==> src/rtl/bank_biu_linefill.sv <==
// Linefill bus interface: turns HTU line requests into 2-beat AXI bursts and
// assembles the two 128-bit beats into one 256-bit line for the ISU.
//
// state | meaning
// IDLE  | waiting for the first beat of a pending line
// BEAT1 | low half captured, waiting for the second beat
// FULL  | line assembled, offered to ISU, R channel stalled
module bank_biu_linefill #(
   parameter int ADDR_WIDTH      = 32,
   parameter int MAX_OUTSTANDING = 4
) (
   input  logic                  clk_i,
   input  logic                  rst_ni,

   input  logic                  htu_biu_req_valid_i,
   output logic                  htu_biu_req_ready_o,
   input  logic [2:0]            htu_biu_req_set_i,
   input  logic [2:0]            htu_biu_req_way_i,
   input  logic [ADDR_WIDTH-9:0] htu_biu_req_tag_i,

   output logic                  mem_arvalid_o,
   input  logic                  mem_arready_i,
   output logic [ADDR_WIDTH-1:0] mem_araddr_o,
   output logic [5:0]            mem_arid_o,
   output logic [7:0]            mem_arlen_o,
   output logic [2:0]            mem_arsize_o,
   output logic [1:0]            mem_arburst_o,

   input  logic                  mem_rvalid_i,
   output logic                  mem_rready_o,
   input  logic [127:0]          mem_rdata_i,
   input  logic [5:0]            mem_rid_i,
   input  logic                  mem_rlast_i,
   input  logic [1:0]            mem_rresp_i,

   output logic                  biu_isu_rvalid_o,
   input  logic                  biu_isu_rready_i,
   output logic [255:0]          biu_isu_rdata_o,
   output logic [5:0]            biu_isu_rid_o,
   output logic                  biu_isu_rerr_o
);

   typedef enum logic [1:0] {
      ST_IDLE  = 2'd0,
      ST_BEAT1 = 2'd1,
      ST_FULL  = 2'd2
   } rd_state_e;

   rd_state_e    state_q, state_d;
   logic [63:0]  pending_q, pending_d;
   logic [2:0]   cnt_q;
   logic [5:0]   req_id;
   logic         req_fire;
   logic         cap_lo, cap_hi, dlv_fire;
   logic [255:0] line_q;
   logic [5:0]   line_id_q;
   logic         line_err_q;

   assign req_id   = {htu_biu_req_set_i, htu_biu_req_way_i};
   // Accept may overlap the AR handshake of the previous request (zero-bubble).
   assign htu_biu_req_ready_o = (cnt_q < 3'(MAX_OUTSTANDING)) & ~pending_q[req_id]
                              & (~mem_arvalid_o | mem_arready_i);
   assign req_fire = htu_biu_req_valid_i & htu_biu_req_ready_o;

   assign mem_arlen_o   = 8'd1;
   assign mem_arsize_o  = 3'b100;
   assign mem_arburst_o = 2'b01;

   assign biu_isu_rdata_o = line_q;
   assign biu_isu_rid_o   = line_id_q;
   assign biu_isu_rerr_o  = line_err_q;

   always_ff @(posedge clk_i or negedge rst_ni) begin
      if (!rst_ni) begin
         mem_arvalid_o <= 1'b0;
         mem_araddr_o  <= '0;
         mem_arid_o    <= '0;
      end else if (req_fire) begin
         mem_arvalid_o <= 1'b1;
         mem_araddr_o  <= {htu_biu_req_tag_i, htu_biu_req_set_i, 5'b0};
         mem_arid_o    <= req_id;
      end else if (mem_arready_i) begin
         mem_arvalid_o <= 1'b0;
      end
   end

   always_ff @(posedge clk_i or negedge rst_ni) begin
      if (!rst_ni) begin
         state_q <= ST_IDLE;
      end else begin
         state_q <= state_d;
      end
   end

   always_comb begin
      state_d          = state_q;
      mem_rready_o     = 1'b0;
      biu_isu_rvalid_o = 1'b0;
      cap_lo           = 1'b0;
      cap_hi           = 1'b0;
      dlv_fire         = 1'b0;
      case (state_q)
         ST_IDLE: begin
            mem_rready_o = 1'b1;
            // Beats for lines nobody asked for (or abandoned by reset) are sunk.
            if (mem_rvalid_i && pending_q[mem_rid_i]) begin
               cap_lo  = 1'b1;
               state_d = mem_rlast_i ? ST_FULL : ST_BEAT1;
            end
         end
         ST_BEAT1: begin
            mem_rready_o = 1'b1;
            if (mem_rvalid_i) begin
               cap_hi  = 1'b1;
               state_d = ST_FULL;
            end
         end
         ST_FULL: begin
            biu_isu_rvalid_o = 1'b1;
            if (biu_isu_rready_i) begin
               dlv_fire = 1'b1;
               state_d  = ST_IDLE;
            end
         end
         default: state_d = ST_IDLE;
      endcase
   end

   always_ff @(posedge clk_i or negedge rst_ni) begin
      if (!rst_ni) begin
         line_q     <= '0;
         line_id_q  <= '0;
         line_err_q <= 1'b0;
      end else if (cap_lo) begin
         // Upper half is zeroed here; a normal second beat overwrites it.
         line_q     <= {128'd0, mem_rdata_i};
         line_id_q  <= mem_rid_i;
         line_err_q <= (mem_rresp_i != 2'b00) | mem_rlast_i;
      end else if (cap_hi) begin
         line_q[255:128] <= mem_rdata_i;
         line_err_q      <= line_err_q | (mem_rresp_i != 2'b00)
                          | (mem_rid_i != line_id_q) | ~mem_rlast_i;
      end
   end

   always_comb begin
      pending_d = pending_q;
      if (dlv_fire) pending_d[line_id_q] = 1'b0;
      if (req_fire) pending_d[req_id] = 1'b1;
   end

   always_ff @(posedge clk_i or negedge rst_ni) begin
      if (!rst_ni) begin
         pending_q <= '0;
         cnt_q     <= '0;
      end else begin
         pending_q <= pending_d;
         case ({req_fire, dlv_fire})
            2'b10:   cnt_q <= cnt_q + 3'd1;
            2'b01:   cnt_q <= cnt_q - 3'd1;
            default: cnt_q <= cnt_q;
         endcase
      end
   end

endmodule

==> config.mk <==
export PLATFORM = sky130hd
export DESIGN_NAME = bank_biu_linefill
export DESIGN_NICKNAME = d
export VERILOG_FILES = /design/src/rtl/bank_biu_linefill.sv
export SDC_FILE = /design/constraint.sdc
export NUM_CORES = 1
export LEC_CHECK = 0
export CAP_MARGIN = 20
export CELL_PAD_IN_SITES_DETAIL_PLACEMENT = 1
export CELL_PAD_IN_SITES_GLOBAL_PLACEMENT = 2
export CORE_MARGIN = 2
export CORE_UTILIZATION = 31
export DETAILED_ROUTE_END_ITERATION = 16
export PLACE_DENSITY = 0.91
export SKIP_CTS_REPAIR_TIMING = 1
export SLEW_MARGIN = 20
export SYNTH_ARGS = -nofsm -noshare
export SYNTH_HDL_FRONTEND = slang
export SYNTH_SLANG_ARGS = --single-unit
export TNS_END_PERCENT = 20
==> constraint.sdc <==
create_clock -name clk_i -period 12.8 [get_ports clk_i]
set_input_delay 3.84 -clock clk_i [delete_from_list [all_inputs] [get_ports clk_i]]
set_output_delay 3.84 -clock clk_i [all_outputs]
set_load 0.01 [all_outputs]
==> impl_metrics.csv, run 1 <==
group,metric,value,unit
cts,cts_sinks,363,
place,hpwl,38.7,mm
pwr,total_power,4.72,mW
grt,antenna_found_initial,8,
cts,cts_tree,"built",
cts,cts_buffers,43,
worst_setup_path,startpoint_type,"input pin",
grt,grt_first_pass_wirelength,85.4,mm
cells_and_area,area_growth,42.5,%
cts,clk_transition_reported_paths,0.06,ns
timing,rsz0062_at_grt,"false",
route,wl,55.4,mm
timing,setup_violations,0,
cts,root_buffer,"clkbuf_16",
logic_synthesis,synth.distinct_cells,53,
hold_path,min_delay_worst_endpoint,"cnt_q[2]$_DFFE_PN0P_",
logic_synthesis,ys_ff_latch,363,
timing,tightest_slew,1.07,ns
timing,slew_viol_final,0,
route,wl_per_cell,21.9,µm
cells_and_area,multi_input_area,5960,µm²
floorplan,rows,82,
cells_and_area,regArea,9080,µm²
logic_synthesis,yosysMostFrequentCell,"dfrtp_1",
timing,slew_headroom,28.9,%
logic_synthesis,syn_area,15500,µm²
worst_setup_path,regToRegSetupSlack,8.97,ns
timing,max_clock_freq,90.3,MHz
floorplan,die_w,228,µm
status,status,"complete, no violations",
cells_and_area,drive_gt1_share,14.3,%
flow_run,maxCapViolCount,0,
worst_setup_path,reg2reg_to,"cnt_q[1]$_DFFE_PN0P_",
pwr,p_comb_share,36.0,%
pwr,p_int,3.20,mW
route,first_pass_iters,4,
worst_setup_path,worst_setup_path_end_kind,"output port",
worst_setup_path,cp_max_fo,24,
pwr,peakVddDrop,117,µV
grt,grt_pass1_vias,13800,
hold_path,min_path_cells,1,
pwr,p_leak,9.21,nW
place,dp.cells,2444,
logic_synthesis,seq_area_frac_synth,58.5,%
route,drc,0,
place,pre_cts_ws,1.69,ns
floorplan,io_pins,491,
cells_and_area,n_fill_cell,5444,
timing,fin_skew,0.0242,ns
timing,timing.final.crit_share,86.5,%
timing,timing.setup.tns,0,ns
route,first_iter_violations,650,
logic_synthesis,synth.top_cells.by_area,"dfrtp_1, mux2_2, nand2_1, a21oi_1, o21ai_0",
hold_path,hold_start,"cnt_q[2]$_DFFE_PN0P_",
cells_and_area,final_area,22100,µm²
cts,clk_latency,0.58,ns
cells_and_area,nNetsFinal,1992,
place,place_congestion,0.939,
cells_and_area,final_cells,2524,
cts,cts_buffer_depth,3,
timing,period_needed,11.08,ns
floorplan,coreArea,49900,µm²
timing,worst_slack,1.72,ns
pwr,power_density,213,nW/µm²
logic_synthesis,syn_area_per_cell,11.2,µm²
logic_synthesis,synth_flop_cell,"dfrtp_1",
pwr,switchingPower,1.51,mW
logic_synthesis,synthArstFlopShare,100,%
route,vias_per_cell,4.97,
worst_setup_path,crit_arrival,7.24,ns
place,io_buffer_count,472,
logic_synthesis,synth_top_area_cell,"dfrtp_1",
pwr,pwr-share-clk,25.6,%
logic_synthesis,synthTopCellsByCount,"dfrtp_1, nand2_1, a21oi_1, mux2_2, o21ai_0",
place,dpl_cell_area,20700,µm²
worst_setup_path,crit_type,"input pin to output port",
logic_synthesis,synth_top_area_share,58.5,%
logic_synthesis,synth_edf_count,0,
route,ant_nets,0,
grt,track_usage,21.1,%
pwr,switching_share,32.1,%
hold_path,hold_path.class,"flip-flop to flip-flop",
worst_setup_path,r2r_start,"pending_q[22]$_DFF_PN0_",
worst_setup_path,required,8.96,ns
timing,finalHoldViolCount,0,
logic_synthesis,yosys_warnings,0,
floorplan,fp.dieH,228,µm
floorplan,die_area,51900,µm²
grt,grt_max_degree,165,
cts,h-tree-depth,2,
logic_synthesis,syn_inst,1383,
grt,global_route.overflow_total,0,
worst_setup_path,r2r_cells,10,
floorplan,start_util,31.2,%
pwr,share_seq_of_total_power,38.4,%
route,via_count,12500,
## critical path: stages
cell and delay, ns:
clkdlybuf4s50_1 0.82, buf_4 0.39, mux2_2 0.37, a221o_1 0.34, nand2_1 0.07, a21boi_0 0.12
nor4_4 0.62, clkdlybuf4s50_1 0.66
## metrics by stage
step	hold slack (ns)	utilization, %
floorplan	0.442	-
global placement	0.460	41.6
detailed placement	0.464	41.6
CTS	0.471	44.4
global route	0.481	44.4
finish	0.470	44.4
## metal layers
metal	routed length [µm]	track usage, %
met1	21800	24.9
met3	4300	7.03
met5	35	0
met4	1920	7.27
met2	27400	36.1
## registers in the layout, summed over array words and instances (netlist names)
| signal | cells |
|---|---|
| biu_isu_rdata_o | 256 |
| pending_q | 64 |
| mem_araddr_o | 25 |
| biu_isu_rid_o | 6 |
| mem_arid_o | 5 |
| cnt_q | 3 |
| state_q | 2 |
| biu_isu_rerr_o | 1 |
| mem_arvalid_o | 1 |
## kinds of logic after synthesis
logic type	after synthesis	synth area share [%]
flip-flops	363	58.5
buffers and inverters	118	3.70
multiplexers	217	16.4
AO/OA/AOI/OAI	313	10.8
AND/OR/NAND/NOR	359	9.81
adder cells (fa/ha/maj)	2	0.209
XOR/XNOR	9	0.507
other	2	0.0483
## cells in the final DEF (no fill, tap or decap), drive strengths merged, types with 4 or more instances in the layout
master | Yosys | final
nor3 | 6 | 6
conb | 2 | 18
mux2i | 41 | 41
inv | 10 | 11
clkinv | 0 | 11
mux4 | 5 | 5
xor2 | 8 | 8
clkbuf | 44 | 62
nand3 | 11 | 11
dfrtp | 363 | 363
nand2 | 287 | 287
nor2 | 12 | 12
clkdlybuf4s50 | 0 | 470
a22oi | 20 | 20
nand2b | 8 | 8
o21ai | 131 | 131
nor2b | 9 | 9
nand3b | 4 | 4
a21oi | 142 | 142
buf | 64 | 11
mux2 | 171 | 171
and2 | 6 | 6
## power by group through the flow
stage | registers, mW | logic [mW] | clock network (mW)
4_1_cts | 1.81 | 1.72 | 1.24
6_report | 1.81 | 1.70 | 1.21
5_1_grt | 1.86 | 1.81 | 1.28
3_5_place_dp | 1.82 | 1.70 | 0
3_3_place_gp | 1.80 | 1.67 | 0
2_1_floorplan | 1.90 | 0.600 | 0
## cell type report
type	instances	area share (%)
clock buffer	62	5.73
tap	672	3.80
inverter	10	0.170
clock inverter	15	0.560
multi-input combinational	918	26.9
sequential	363	41.0
timing repair buffer	481	21.8
antenna	3	0.0339
## worst max path at each step
stage	slack, ns	from	end	cells after the start
2_1_floorplan	3.37	htu_biu_req_way_i[0]	htu_biu_req_ready_o	6
3_3_place_gp	1.79	htu_biu_req_way_i[0]	htu_biu_req_ready_o	8
3_5_place_dp	1.69	htu_biu_req_way_i[0]	htu_biu_req_ready_o	8
4_1_cts	1.69	htu_biu_req_way_i[0]	htu_biu_req_ready_o	8
5_1_grt	1.52	htu_biu_req_way_i[0]	htu_biu_req_ready_o	8
6_report	1.72	htu_biu_req_way_i[0]	htu_biu_req_ready_o	8
(Power assumes the default switching activity.)
==> run 2: changes to the inputs <==
Settings changed: REMOVE_ABC_BUFFERS set to 1.
==> impl_metrics.csv, run 2 (same netlist as run 1, synthesis figures left out) <==
group,metric,value,unit
status,status,"complete, no violations",
floorplan,die_w,228,µm
cells_and_area,final_common_cell,"clkdlybuf4s50_1",
grt,busiest_layer,"met2",
worst_setup_path,slowest_delay,1.04,ns
grt,grt_use_met3,4.69,%
timing,timing.final.crit_share,86.8,%
route,drc,0,
grt,use_met1,25.8,%
worst_setup_path,crit_top_cell,"clkdlybuf4s50_1",
route,ant_nets,0,
grt,track_usage,21.4,%
worst_setup_path,crit_buf_inv,2,
timing,fin_skew,0.0195,ns
flow_run,maxCapViolCount,0,
cts,root_buffer,"clkbuf_16",
place,place_congestion,0.884,
timing,tightest_slew,1.06,ns
grt,grt_pass1_vias,13600,
place,dpl_cell_area,20700,µm²
grt,use_met2,37.6,%
worst_setup_path,startpoint_type,"input pin",
timing,rsz0062_at_grt,"false",
worst_setup_path,worst_setup_path_end_kind,"output port",
floorplan,coreArea,49900,µm²
route,first_pass_iters,8,
pwr,peakVddDrop,97.8,µV
timing,holdWs,0.487,ns
route,wl,56.6,mm
grt,grt_max_degree,161,
cells_and_area,layout_common_cells,"clkdlybuf4s50_1, dfrtp_1, nand2_1, mux2_2, a21oi_1",
cells_and_area,nNetsFinal,1995,
worst_setup_path,regToRegSetupSlack,8.81,ns
worst_setup_path,crit_arrival,7.28,ns
worst_setup_path,startpoint,"htu_biu_req_way_i[1]",
timing,max_clock_freq,90.0,MHz
cts,h-tree-depth,2,
floorplan,rows,82,
floorplan,io_pins,491,
cells_and_area,area_growth,43.3,%
floorplan,fp.dieH,228,µm
route,first_iter_violations,788,
worst_setup_path,cp_max_fo,23,
pwr,total_power,4.83,mW
worst_setup_path,required,8.96,ns
cts,clk_latency,0.56,ns
cts,cts_tree,"built",
cts,cts_buffers,44,
place,hpwl,39.9,mm
grt,grt_first_pass_wirelength,86.5,mm
cells_and_area,drive_gt1_share,14.6,%
cells_and_area,largest_reg_flops,256,
cts,clk_transition_reported_paths,0.06,ns
place,io_buffer_count,472,
worst_setup_path,worst_path_max_delay_cell,"clkdlybuf4s50_1",
hold_path,hold_path.class,"flip-flop to flip-flop",
timing,setup_violations,0,
route,wl_per_cell,22.4,µm
timing,slew_headroom,29.6,%
route,vias_per_cell,4.98,
grt,antenna_found_initial,2,
worst_setup_path,cp_top_family,"buffers and inverters",
hold_path,hold_start,"cnt_q[0]$_DFFE_PN0P_",
cts,cts_sinks,363,
cts,cts_buffer_depth,3,
pwr,p_leak,9.28,nW
floorplan,start_util,31.2,%
floorplan,die_area,51900,µm²
timing,finalHoldViolCount,0,
worst_setup_path,r2r_start,"pending_q[18]$_DFF_PN0_",
cells_and_area,final_area,22300,µm²
route,via_count,12600,
timing,slew_viol_final,0,
worst_setup_path,crit_type,"input pin to output port",
grt,global_route.overflow_total,0,
worst_setup_path,path_cells,"clkdlybuf4s50_1 -> mux2_2 -> a32o_1 -> a311oi_1 -> o22ai_1 -> nor4_4 -> clkdlybuf4s50_1",
timing,period_needed,11.12,ns
pwr,power_density,217,nW/µm²
-- run 2: changes by cell type in the layout (fill, tap and decap cells not counted) --
| cell | change |
|---|---|
| inv_6 | +2 |
| buf_12 | -1 |
| diode_2 | -1 |
| clkbuf_1 | +1 |
| inv_8 | +1 |
| buf_4 | +3 |
| clkinvlp_4 | -1 |
| clkinv_4 | -1 |
| clkbuf_8 | -1 |
| clkinv_8 | -1 |
| bufinv_16 | +4 |
| clkbuf_16 | +1 |
-- run 2: worst paths after layout --
path / cells past startpoint / end
min in group asynchronous: 1 / biu_isu_rdata_o[52]$_DFFE_PN0P_
setup reg to reg: 10 / cnt_q[1]$_DFFE_PN0P_
setup / recovery: 7 / htu_biu_req_ready_o
hold / removal: 1 / cnt_q[0]$_DFFE_PN0P_
max in group asynchronous: 3 / biu_isu_rdata_o[239]$_DFFE_PN0P_
hold reg to reg: 1 / cnt_q[0]$_DFFE_PN0P_
-- run 2: worst reg2reg max path: cells and delay by family, from the launching register on --
kind                       cells  cell delay, ns
AOI/OAI and AO/OA              2            0.46
adders and majority gates      2            0.83
buffers and inverters          1            0.08
DFF                            1            0.43
muxes                          2            0.75
and+or+nand+nor                3            1.36
-- run 2: final cells by class --
| class | count | area, µm² |
|---|---|---|
| Timing Repair Buffer | 483 | 4820 |
| Clock inverter | 19 | 240 |
| Inverter | 10 | 37.5 |
| Fill cell | 5429 | 27600 |
| Tap cell | 672 | 841 |
| Multi-Input combinational cell | 918 | 5960 |
| Antenna cell | 2 | 5.00 |
| Clock buffer | 63 | 1280 |
| Sequential cell | 363 | 9080 |
-- run 2: metrics by stage --
step	setup WS, ns	std cells	utilization [%]	setup TNS, ns
floorplan	-4.21	1291	-	-948.18
global placement	1.67	2446	41.6	0
detailed placement	1.70	2446	41.6	0
CTS	1.69	2528	44.6	0
global route	1.48	2530	44.7	0
finish	1.68	2530	44.7	0
-- run 2: power by group --
part           switching (mW)  total, mW  internal (mW)
Clock                   0.507       1.31          0.802
Combinational           0.747       1.71          0.959
Sequential              0.274       1.81           1.54
Total                    1.53       4.83           3.30
-- run 2: layer usage --
layer / wire length (µm) / vias to the layer above
met5: 0 / -
met4: 1710 / 0
met3: 3320 / 92
met2: 28800 / 405
met1: 22800 / 6479
li1: - / 5619
==> run 3: changes to the inputs <==
Settings changed: GPL_ROUTABILITY_DRIVEN set to 0.
==> impl_metrics.csv, run 3 (same netlist as run 1, synthesis figures left out) <==
group,metric,value,unit
cts,cts_buffers,43,
timing,rsz0062_at_grt,"false",
cts,root_buffer,"clkbuf_16",
timing,fin_skew,0.0346,ns
pwr,peakVddDrop,104,µV
place,io_buffer_count,472,
cts,cts_buffer_depth,3,
route,wl,56.0,mm
route,drc,0,
route,vias_per_cell,5.01,
route,via_count,12600,
place,dpl_cell_area,20700,µm²
worst_setup_path,cp_max_fo,23,
grt,grt_first_pass_wirelength,85.7,mm
place,hpwl,39.8,mm
hold_path,hold_path.class,"flip-flop to flip-flop",
pwr,power_density,217,nW/µm²
pwr,total_power,4.82,mW
cells_and_area,nNetsFinal,1990,
timing,holdWs,0.486,ns
cells_and_area,area_growth,43.2,%
timing,timing.final.crit_share,89.2,%
cells_and_area,layout_common_cells,"clkdlybuf4s50_1, dfrtp_1, nand2_1, mux2_2, a21oi_1",
route,wl_per_cell,22.2,µm
place,dp.cells,2442,
route,first_pass_iters,5,
timing,setup_violations,0,
cts,clk_latency,0.58,ns
timing,slew_headroom,23.9,%
route,ant_nets,0,
route,first_iter_violations,759,
worst_setup_path,worst_setup_path_end_kind,"output port",
timing,timing.setup.tns,0,ns
cts,clk_transition_reported_paths,0.06,ns
place,pre_cts_ws,1.38,ns
worst_setup_path,required,8.96,ns
cells_and_area,largest_reg_flops,256,
worst_setup_path,crit_arrival,7.58,ns
timing,finalHoldViolCount,0,
floorplan,die_area,51900,µm²
cells_and_area,final_area,22200,µm²
worst_setup_path,startpoint_type,"input pin",
floorplan,die_w,228,µm
floorplan,rows,82,
cells_and_area,final_cells,2522,
cells_and_area,drive_gt1_share,14.4,%
grt,track_usage,21.2,%
floorplan,start_util,31.2,%
timing,period_needed,11.42,ns
cells_and_area,final_common_cell,"clkdlybuf4s50_1",
grt,global_route.overflow_total,0,
timing,worst_slack,1.38,ns
floorplan,fp.dieH,228,µm
timing,slew_viol_final,0,
timing,tightest_slew,1.14,ns
grt,antenna_found_initial,3,
grt,grt_max_degree,190,
status,status,"complete, no violations",
floorplan,coreArea,49900,µm²
cells_and_area,fin_util,44.6,%
timing,max_clock_freq,87.6,MHz
cts,h-tree-depth,2,
floorplan,io_pins,491,
flow_run,maxCapViolCount,0,
cts,cts_tree,"built",
cts,cts_sinks,363,
worst_setup_path,crit_type,"input pin to output port",
grt,grt_pass1_vias,13600,
pwr,p_leak,9.26,nW
cells_and_area,n_fill_cell,5416,
run 3: metal layers:
| layer | global-route usage, % | vias up | wire (µm) |
|---|---|---|---|
| met1 | 25.6 | 6455 | 22500 |
| met5 | 0 | - | 0 |
| met4 | 8.99 | 0 | 2390 |
| li1 | - | 5597 | - |
| met2 | 36.0 | 460 | 27500 |
| met3 | 5.35 | 122 | 3640 |
run 3: worst paths after layout:
path / start / to / cells after the start / slack (ns)
max in group asynchronous: rst_ni / cnt_q[2]$_DFFE_PN0P_ / 2 / 7.85
min reg2reg: cnt_q[0]$_DFFE_PN0P_ / cnt_q[0]$_DFFE_PN0P_ / 1 / 0.49
min: cnt_q[0]$_DFFE_PN0P_ / cnt_q[0]$_DFFE_PN0P_ / 1 / 0.49
max: htu_biu_req_way_i[0] / htu_biu_req_ready_o / 7 / 1.38
max reg2reg: pending_q[18]$_DFF_PN0_ / cnt_q[1]$_DFFE_PN0P_ / 10 / 8.85
min in group asynchronous: rst_ni / biu_isu_rdata_o[180]$_DFFE_PN0P_ / 1 / 3.35
run 3: worst max-delay path, cell delays in order:
cell and delay [ns]:
clkdlybuf4s50_1 1.16, inv_1 0.28, mux4_2 0.50, o31ai_1 0.26
nand4_1 0.20, nor4_4 0.64, clkdlybuf4s50_1 0.69
run 3: final cells by class:
type | count | area (µm²) | area share, %
Multi-Input combinational cell | 918 | 5960 | 26.8
Clock buffer | 60 | 1260 | 5.66
Timing Repair Buffer | 479 | 4800 | 21.6
Antenna cell | 3 | 7.51 | 0.0337
Sequential cell | 363 | 9080 | 40.8
Tap cell | 672 | 841 | 3.78
Clock inverter | 17 | 256 | 1.15
Inverter | 10 | 37.5 | 0.169
run 3: report_power, final:
group | internal, mW | total, mW | switching, mW | leakage (nW)
clock | 0.792 | 1.30 | 0.512 | 0.750
sequential | 1.54 | 1.81 | 0.280 | 4.61
combinational | 0.959 | 1.70 | 0.745 | 3.90
==> patch: new RTL, settings of run 2 <==
Register the output `biu_isu_rerr_o` once more, cleared by the reset; this adds one clock of latency there. The other outputs are not delayed to match.
--- a/src/rtl/bank_biu_linefill.sv
+++ b/src/rtl/bank_biu_linefill.sv
@@ -68,7 +68,13 @@
 
    assign biu_isu_rdata_o = line_q;
    assign biu_isu_rid_o   = line_id_q;
-   assign biu_isu_rerr_o  = line_err_q;
+   always_ff @(posedge clk_i or negedge rst_ni) begin
+      if (!rst_ni) begin
+         biu_isu_rerr_o <= '0;
+      end else begin
+         biu_isu_rerr_o <= line_err_q;
+      end
+   end
 
    always_ff @(posedge clk_i or negedge rst_ni) begin
       if (!rst_ni) begin
Behaviour: not the same (Yosys sat finds a counterexample within 4 cycles, from zero or initial values and one cycle with rst_ni low).
==> patch against run 2 <==
  * Worst hold slack lost 0.084 ns
  * Die area rose by 1.6%
  * Global-route usage grew 0.11 points
  * Sequential cell count up 1
  * Clock skew increased by 0.0066 ns
  * Maximum frequency grew 0.88%
  * Setup slack gained 0.097 ns
  * Clock power is 11% lower
  * Highest routed layer unchanged
  * Final area is 0.30% lower
  * Routed wire length is 0.78% higher
  * Power is 1.7% lower
  * Synthesized area grew 1.7%
  * Sequential share of layout area grew 0.23 points
==> patch: results (changes against run 2) <==
The starting DRC count in detailed routing came out at 681 (-14%). The via count of the first global-routing pass is 13,939 (+2.3%). The met3 layer wire length in the routed design came out at 4.894 mm (+48%). The top fanout value on the critical path is 18 (-22%). The total global routing track utilization is 0.2149 (+0.001083). The fraction of the mapped netlist area in compound gates is 0.1108 (+0.002681). The count of cell types in the netlist came out at 56 (+5.7%).

The fraction of final layout cells sized beyond drive strength 1 is 0.1410 (-0.005001). The area share of xor/xnor cells in the synthesized design came to 0.004992 (-0.00008242). The maximum VDD drop came out at 0.1177 mV (+20%). The met3 track utilization from global routing is 0.07031 (+0.02344). The sink count of the clock tree came out at 364 (+0.28%). The number of nets in the final layout was 2,009 (+0.70%). The half-perimeter wire length after detailed placement was 39.79 mm (-0.29%). The cell count after placement is 2,461 (+0.61%).

The TritonCTS buffer count came out at 43 (-2.3%). The wire length on met2 came out at 28.18 mm (-2.0%). The headroom to the max-slew limit is 0.2748 (-0.02118).

The average vias per placed instance is 5.062 (+1.7%). The weighted congestion at the end of routability-driven global placement is 0.8687 (-1.7%). The part of the total power dissipated in combinational logic came out at 0.371 (+0.017).

The antenna diode instance count is 0 (-2). The clock network fraction of total power came out at 0.245 (-0.026). The standard cell area after detailed placement is 20,900 µm² (+0.78%). The static leakage came out at 9.164 nW (-1.3%). The run finished with clean final reports. The per-cell routed wire length is 22.54 µm (+0.78%). The wire length on met1 was 22.38 mm (-1.9%). The pre-CTS worst setup slack is 1.809 ns (+0.1075 ns).
[patch: worst paths after layout]
path / from / end / slack [ns] / cells past startpoint
setup / recovery: htu_biu_req_way_i[0] / htu_biu_req_ready_o / 1.78 / 8
hold / removal: line_err_q / biu_isu_rerr_o / 0.40 / 0
setup reg to reg: pending_q[27] / biu_isu_rdata_o[17] / 8.96 / 9
hold reg to reg: line_err_q / biu_isu_rerr_o / 0.40 / 0
max in group asynchronous: rst_ni / biu_isu_rdata_o[104] / 7.33 / 3
min in group asynchronous: rst_ni / biu_isu_rid_o[3] / 3.27 / 1
[patch: critical path, stage by stage]
cell                              delay (ns)
sky130_fd_sc_hd__clkdlybuf4s50_1        0.98
sky130_fd_sc_hd__buf_4                  0.33
sky130_fd_sc_hd__nand3b_1               0.13
sky130_fd_sc_hd__a21oi_1                0.09
sky130_fd_sc_hd__o41ai_2                0.33
sky130_fd_sc_hd__o211ai_1               0.20
sky130_fd_sc_hd__nor4_4                 0.62
sky130_fd_sc_hd__clkdlybuf4s50_1        0.65
